File: src/rtl/hpsdr_pkg.sv
// Shared definitions for the HPSDR UDP transmit path: scheduler state encodings
// and the fixed requester slot assignments.
package hpsdr_pkg;

  typedef enum logic [1:0] {
    ST_IDLE  = 2'd0,
    ST_START = 2'd1,
    ST_SEND  = 2'd2,
    ST_GAP   = 2'd3
  } state_t;

  localparam int REQ_DISCOVERY = 0;
  localparam int REQ_IQ        = 1;
  localparam int REQ_WIDEBAND  = 2;

  function automatic int max3(input int a, input int b, input int c);
    int m;
    m = (a > b) ? a : b;
    return (m > c) ? m : c;
  endfunction

endpackage

File: src/rtl/udp_send_scheduler_rr_priority_pick.sv
// Combinational winner select: slot 0 always wins when eligible, otherwise the
// first eligible slot scanning upward from rr_ptr_i over 1..NUM_REQ-1.
module rr_priority_pick #(
  parameter  int NUM_REQ = 4,
  localparam int SW      = $clog2(NUM_REQ)
) (
  input  logic [NUM_REQ-1:0] elig_i,
  input  logic [SW-1:0]      rr_ptr_i,
  output logic [SW-1:0]      winner_o,
  output logic               valid_o
);

  logic [SW:0] idx;

  always_comb begin
    winner_o = '0;
    valid_o  = 1'b0;
    idx      = '0;
    if (elig_i[0]) begin
      valid_o = 1'b1;
    end else begin
      for (int off = 0; off < NUM_REQ - 1; off++) begin
        idx = {1'b0, rr_ptr_i} + (SW+1)'(off);
        // Wrap past the top slot back to 1; slot 0 never takes part in the scan.
        if (idx >= (SW+1)'(NUM_REQ)) idx = idx - (SW+1)'(NUM_REQ - 1);
        if (!valid_o && elig_i[idx[SW-1:0]]) begin
          valid_o  = 1'b1;
          winner_o = idx[SW-1:0];
        end
      end
    end
  end

endmodule

File: src/rtl/udp_send_scheduler.sv
// Shares the single UDP sender between NUM_REQ packet sources: start pulse,
// busy tracking, inter-packet gap and start/send watchdogs.
module udp_send_scheduler
  import hpsdr_pkg::*;
#(
  parameter  int NUM_REQ       = 4,
  parameter  int GAP_CYCLES    = 12,
  parameter  int START_TIMEOUT = 1024,
  parameter  int SEND_TIMEOUT  = 125_000_000,
  localparam int SW            = $clog2(NUM_REQ)
) (
  input  logic               tx_clock,
  input  logic               reset,
  input  logic [NUM_REQ-1:0] req,
  input  logic               run,
  input  logic               tx_busy,
  output logic [NUM_REQ-1:0] ack,
  output logic [NUM_REQ-1:0] grant,
  output logic [SW-1:0]      sel,
  output logic               send_start,
  output logic               timeout_err
);

  localparam int TMAX = max3(SEND_TIMEOUT, START_TIMEOUT, GAP_CYCLES);
  localparam int CW   = $clog2(TMAX + 1);
  localparam logic [CW-1:0] CNT_MAX = {CW{1'b1}};

  state_t              state_q;
  logic [CW-1:0]       cnt_q;
  logic [SW-1:0]       rr_ptr_q, rr_ptr_d;
  logic [NUM_REQ-1:0]  ack_q, grant_q, onehot_d, elig;
  logic [SW-1:0]       sel_q, pick_idx;
  logic                send_start_q, timeout_err_q, pick_valid;

  always_comb begin
    elig                = run ? req : '0;
    elig[REQ_DISCOVERY] = req[REQ_DISCOVERY];
  end

  rr_priority_pick #(.NUM_REQ(NUM_REQ)) u_pick (
    .elig_i   (elig),
    .rr_ptr_i (rr_ptr_q),
    .winner_o (pick_idx),
    .valid_o  (pick_valid)
  );

  always_comb begin
    onehot_d = NUM_REQ'(1) << pick_idx;
    rr_ptr_d = (int'(pick_idx) == NUM_REQ - 1) ? SW'(1) : pick_idx + SW'(1);
  end

  always_ff @(posedge tx_clock or posedge reset) begin
    if (reset) begin
      state_q       <= ST_IDLE;
      cnt_q         <= '0;
      rr_ptr_q      <= SW'(1);
      ack_q         <= '0;
      grant_q       <= '0;
      sel_q         <= '0;
      send_start_q  <= 1'b0;
      timeout_err_q <= 1'b0;
    end else begin
      ack_q         <= '0;
      send_start_q  <= 1'b0;
      timeout_err_q <= 1'b0;
      if (cnt_q != CNT_MAX) cnt_q <= cnt_q + CW'(1);
      case (state_q)
        ST_IDLE: begin
          // A sender still busy from elsewhere blocks any new grant.
          if (pick_valid && !tx_busy) begin
            state_q      <= ST_START;
            cnt_q        <= '0;
            grant_q      <= onehot_d;
            ack_q        <= onehot_d;
            sel_q        <= pick_idx;
            send_start_q <= 1'b1;
            if (pick_idx != '0) rr_ptr_q <= rr_ptr_d;
          end
        end
        ST_START: begin
          if (!send_start_q && tx_busy) begin
            state_q <= ST_SEND;
            cnt_q   <= '0;
          end else if (cnt_q == CW'(START_TIMEOUT - 1)) begin
            state_q       <= ST_GAP;
            cnt_q         <= '0;
            grant_q       <= '0;
            timeout_err_q <= 1'b1;
          end
        end
        ST_SEND: begin
          if (!tx_busy) begin
            state_q <= ST_GAP;
            cnt_q   <= '0;
            grant_q <= '0;
          end else if (cnt_q == CW'(SEND_TIMEOUT - 1)) begin
            state_q       <= ST_GAP;
            cnt_q         <= '0;
            grant_q       <= '0;
            timeout_err_q <= 1'b1;
          end
        end
        ST_GAP: begin
          if (cnt_q == CW'(GAP_CYCLES - 1)) begin
            state_q <= ST_IDLE;
            cnt_q   <= '0;
          end
        end
        default: state_q <= ST_IDLE;
      endcase
    end
  end

  assign ack         = ack_q;
  assign grant       = grant_q;
  assign sel         = sel_q;
  assign send_start  = send_start_q;
  assign timeout_err = timeout_err_q;

endmodule

File: config.mk
export PLATFORM = sky130hd
export DESIGN_NAME = udp_send_scheduler
export DESIGN_NICKNAME = d
export VERILOG_FILES = /design/src/rtl/hpsdr_pkg.sv /design/src/rtl/udp_send_scheduler_rr_priority_pick.sv /design/src/rtl/udp_send_scheduler.sv
export SDC_FILE = /design/constraint.sdc
export NUM_CORES = 1
export LEC_CHECK = 0
export ABC_AREA = 1
export CORE_ASPECT_RATIO = 0.5
export CORE_MARGIN = 2
export CORE_UTILIZATION = 45
export DETAILED_ROUTE_END_ITERATION = 7
export GPL_TIMING_DRIVEN = 1
export PLACE_DENSITY_LB_ADDON = 0.12
export SLEW_MARGIN = 40
export SYNTH_ARGS = -nofsm -noshare
export SYNTH_HDL_FRONTEND = slang
export SYNTH_SLANG_ARGS = --single-unit
export TNS_END_PERCENT = 10
File: constraint.sdc
create_clock -name tx_clock -period 2.3 [get_ports tx_clock]
set_input_delay 0.23 -clock tx_clock [delete_from_list [all_inputs] [get_ports tx_clock]]
set_output_delay 0.23 -clock tx_clock [all_outputs]
set_load 0.03 [all_outputs]
==> reports/metrics.yaml <==
critical_path:
  max_stage_delay_ns: 0.55
  critPathCaptureType: "register"
  reg2regPathDepth: 16
  crit_slowest_cell: "dfstp_2"
  cp_max_fo: 5
  crit_chain: "inv_4, ha_4, inv_6, nand2_4, nand3_2, nand2_2, inv_2, nand3_4, nand2_4, nor2_4, nor2_4, inv_2, buf_4, ha_4, nand3b_1, nand2_1"
  cp.arrival_ns: 2.53
  r2r_end: "rr_ptr_q[0]$_DFFE_PP1P_"
  required_ns: 2.53
  rrSetupSlack_ns: -0.002
  critical_path.top_delay_family: "simple AND/OR/NAND/NOR gates"
  worstSetupPathType: "register to register"
  r2r-start: "rr_ptr_q[0]$_DFFE_PP1P_"
  critPathBufInv: 5
  startpoint_type: "register"
  cp.depth: 16
layout:
  diodes: 0
  multiInputGateArea_um2: 1780
  finalInstanceArea_um2: 3650
  fillCellCount: 574
  drive_gt1_share_pct: 17.6
  areaGrowthSynthToFinish_pct: 24.5
  final_cells: 553
  ff_latch_area_um2: 1080
  final_nets: 484
  most-common-layout-cells: "102 x nand2_1, 73 x nor2_1, 48 x inv_1, 42 x dfrtp_1, 35 x nand3_1"
  fin_util_pct: 59.1
  layout_commonest_cell: "nand2_1"
floorplanning:
  dieWidth_um: 118
  start_util_pct: 47.5
  dieArea_um2: 7220
  die-height_um: 61.1
  rows: 20
  num_io_pins: 20
  fp.coreArea_um2: 6180
power:
  power.density_nw_per_um2: 1060
  p_leak_nw: 1.75
  peakVddDrop_v: 0.000805
sta:
  min_period_ns: 2.30
  period_share_pct: 100
  finalSetupViolCount: 1
  rsz0062_at_grt: "true"
  setup_ws_ns: -0.00245
  maxSlewHeadroom_pct: 62.6
  drv_slew: 0
  fin_tns_setup_ns: -0.00245
  skew_ns: 0.00400
  fmax_mhz: 434
  worstMarginPinSlew_ns: 0.561
  hold_viol_final: 0
detailed_routing:
  drc: 0
  wl_per_cell_um: 13.8
  routed_wl_um: 7640
  dr_total_vias: 2861
  final_antenna_net_count: 0
  drt_iter0_drc: 148
  via_per_inst: 5.17
  dr.pass1.iters: 5
clock_network:
  clockBufferDepth: 2
  clkLatencyLatePin_ns: 0.29
  cts_max_level: 2
  cts_buffers: 5
  clockRootBuffer: "clkbuf_16"
  cts_sinks: 43
  clkTransAtPathRegs_ns: 0.06
  holdBufCountCts: 0
  tritoncts: "done"
job:
  cap_violations: 0
logic_synthesis:
  synth_cells: 428
  ys_async_sr_fraction_pct: 100
  ys_types: 34
  synth_seq_cells: 43
  synth_nets: 448
  ys.flop_type: "dfrtp_1"
  synth-edff-count: 0
  ys_seq_area_share_pct: 36.7
  syn_area_per_cell_um2: 6.86
  yosys_warnings: 0
  synth_area_um2: 2940
place:
  place_worst_setup_slack_ns: -0.132
  place.gp.congestion: 0.914
  dpl_cell_area_um2: 3270
  io_buffers: 19
  dp.cells: 538
  hpwl_um: 5340
outcome:
  violations: "negative setup slack"
  status: "finished with violations"
grt:
  grt_pass1_wl_um: 12200
  grt_pass1_vias: 2627
  track_usage_pct: 21.7
  grt_start_max_net_pins: 44
  grt_overflow: 0
  grt_antenna_before_repair: 0
min_path:
  hp-class: "input port to async pin"
[power by group]
group | leakage (nW) | internal, mW | total, mW | switching, mW
logic | 1.09 | 0.814 | 2.18 | 1.37
clock network | 0.0739 | 0.431 | 0.724 | 0.293
registers | 0.586 | 0.878 | 0.984 | 0.105
[worst min-delay path: cells and delay by family]
kind                   cells  cell delay, ns
buffers and inverters      3            0.91
[cell usage after synthesis (2+ instances only)]
cell type | number | area share (%)
nand2_1 | 110 | 14
nor2_1 | 79 | 10
inv_1 | 61 | 7.8
nand3_1 | 45 | 7.7
dfrtp_1 | 42 | 36
ha_1 | 12 | 5.1
nand4_1 | 12 | 2.6
a21oi_1 | 9 | 1.5
xor2_1 | 8 | 2.4
nor3_1 | 6 | 1.0
o21ai_0 | 6 | 1.0
nor2_2 | 5 | 1.1
nand2_2 | 3 | 0.64
xnor2_1 | 3 | 0.90
buf_6 | 2 | 0.77
inv_2 | 2 | 0.26
nand2_4 | 2 | 0.77
nand3_2 | 2 | 0.68
nor2_4 | 2 | 0.77
nor3b_1 | 2 | 0.51
o21ai_1 | 2 | 0.34
[area by class of cell]
| cell class | instances | share of cell area, % |
|---|---|---|
| clock buffers | 7 | 3.90 |
| flip-flops and latches | 43 | 29.5 |
| repair buffers | 32 | 8.08 |
| well taps | 88 | 3.01 |
| inverters | 63 | 6.74 |
| multi-input cells | 319 | 48.6 |
| clock inverters | 1 | 0.137 |
[repair_timing]
action / 4_1_cts / 5_1_grt
resized for setup: 6 / 51
setup buffers: 1 / 6
setup endpoints to repair: 7 / 33
pin swaps: 3 / 17
[state kept, by name, indices dropped and copies added (netlist names)]
name	cells
rr_ptr_q	2
timeout_err	1
sel	2
ack	4
send_start	1
state_q	2
grant	4
cnt_q	27
[kinds of logic after synthesis]
logic type      Yosys count  share of synthesized area (%)
simple gates            271                           40.9
buf+inv                  66                           8.99
flops                    43                           36.7
compound gates           24                           4.69
fa+ha+maj                12                           5.11
xor+xnor                 11                           3.28
mux                       1                          0.341
[per-stage QoR]
stage | total power [mW] | hold slack [ns]
finish | 3.89 | 0.385
global route | 4.14 | 0.473
CTS | 3.34 | 0.413
detailed placement | 2.55 | 0.463
global placement | 2.48 | 0.458
floorplan | 2.15 | 0.451
[metal layers]
layer  routed length, um  share of wire, %  track usage (%)  vias up
met5                   0                 0                0        -
met4                 136               1.8             6.88        0
met3                 357               4.7             4.72       14
met2                3410                45             37.3       72
met1                3740                49             28.3     1354
li1                    -                 -                -     1421
[how the worst max path moves through the flow]
stage	startpoint	end	slack [ns]
final	rr_ptr_q[0]$_DFFE_PP1P_	rr_ptr_q[0]$_DFFE_PP1P_	-0.002
after floorplan	rr_ptr_q[0]$_DFFE_PP1P_	rr_ptr_q[1]$_DFFE_PP0P_	0.04
after CTS	rr_ptr_q[0]$_DFFE_PP1P_	rr_ptr_q[1]$_DFFE_PP0P_	0.005
after global placement	rr_ptr_q[0]$_DFFE_PP1P_	grant[3]$_DFFE_PP0P_	0.05
after detailed placement	rr_ptr_q[0]$_DFFE_PP1P_	rr_ptr_q[1]$_DFFE_PP0P_	-0.13
after global routing	rr_ptr_q[0]$_DFFE_PP1P_	rr_ptr_q[0]$_DFFE_PP1P_	-0.09
Power figures use the tool's default switching activity.
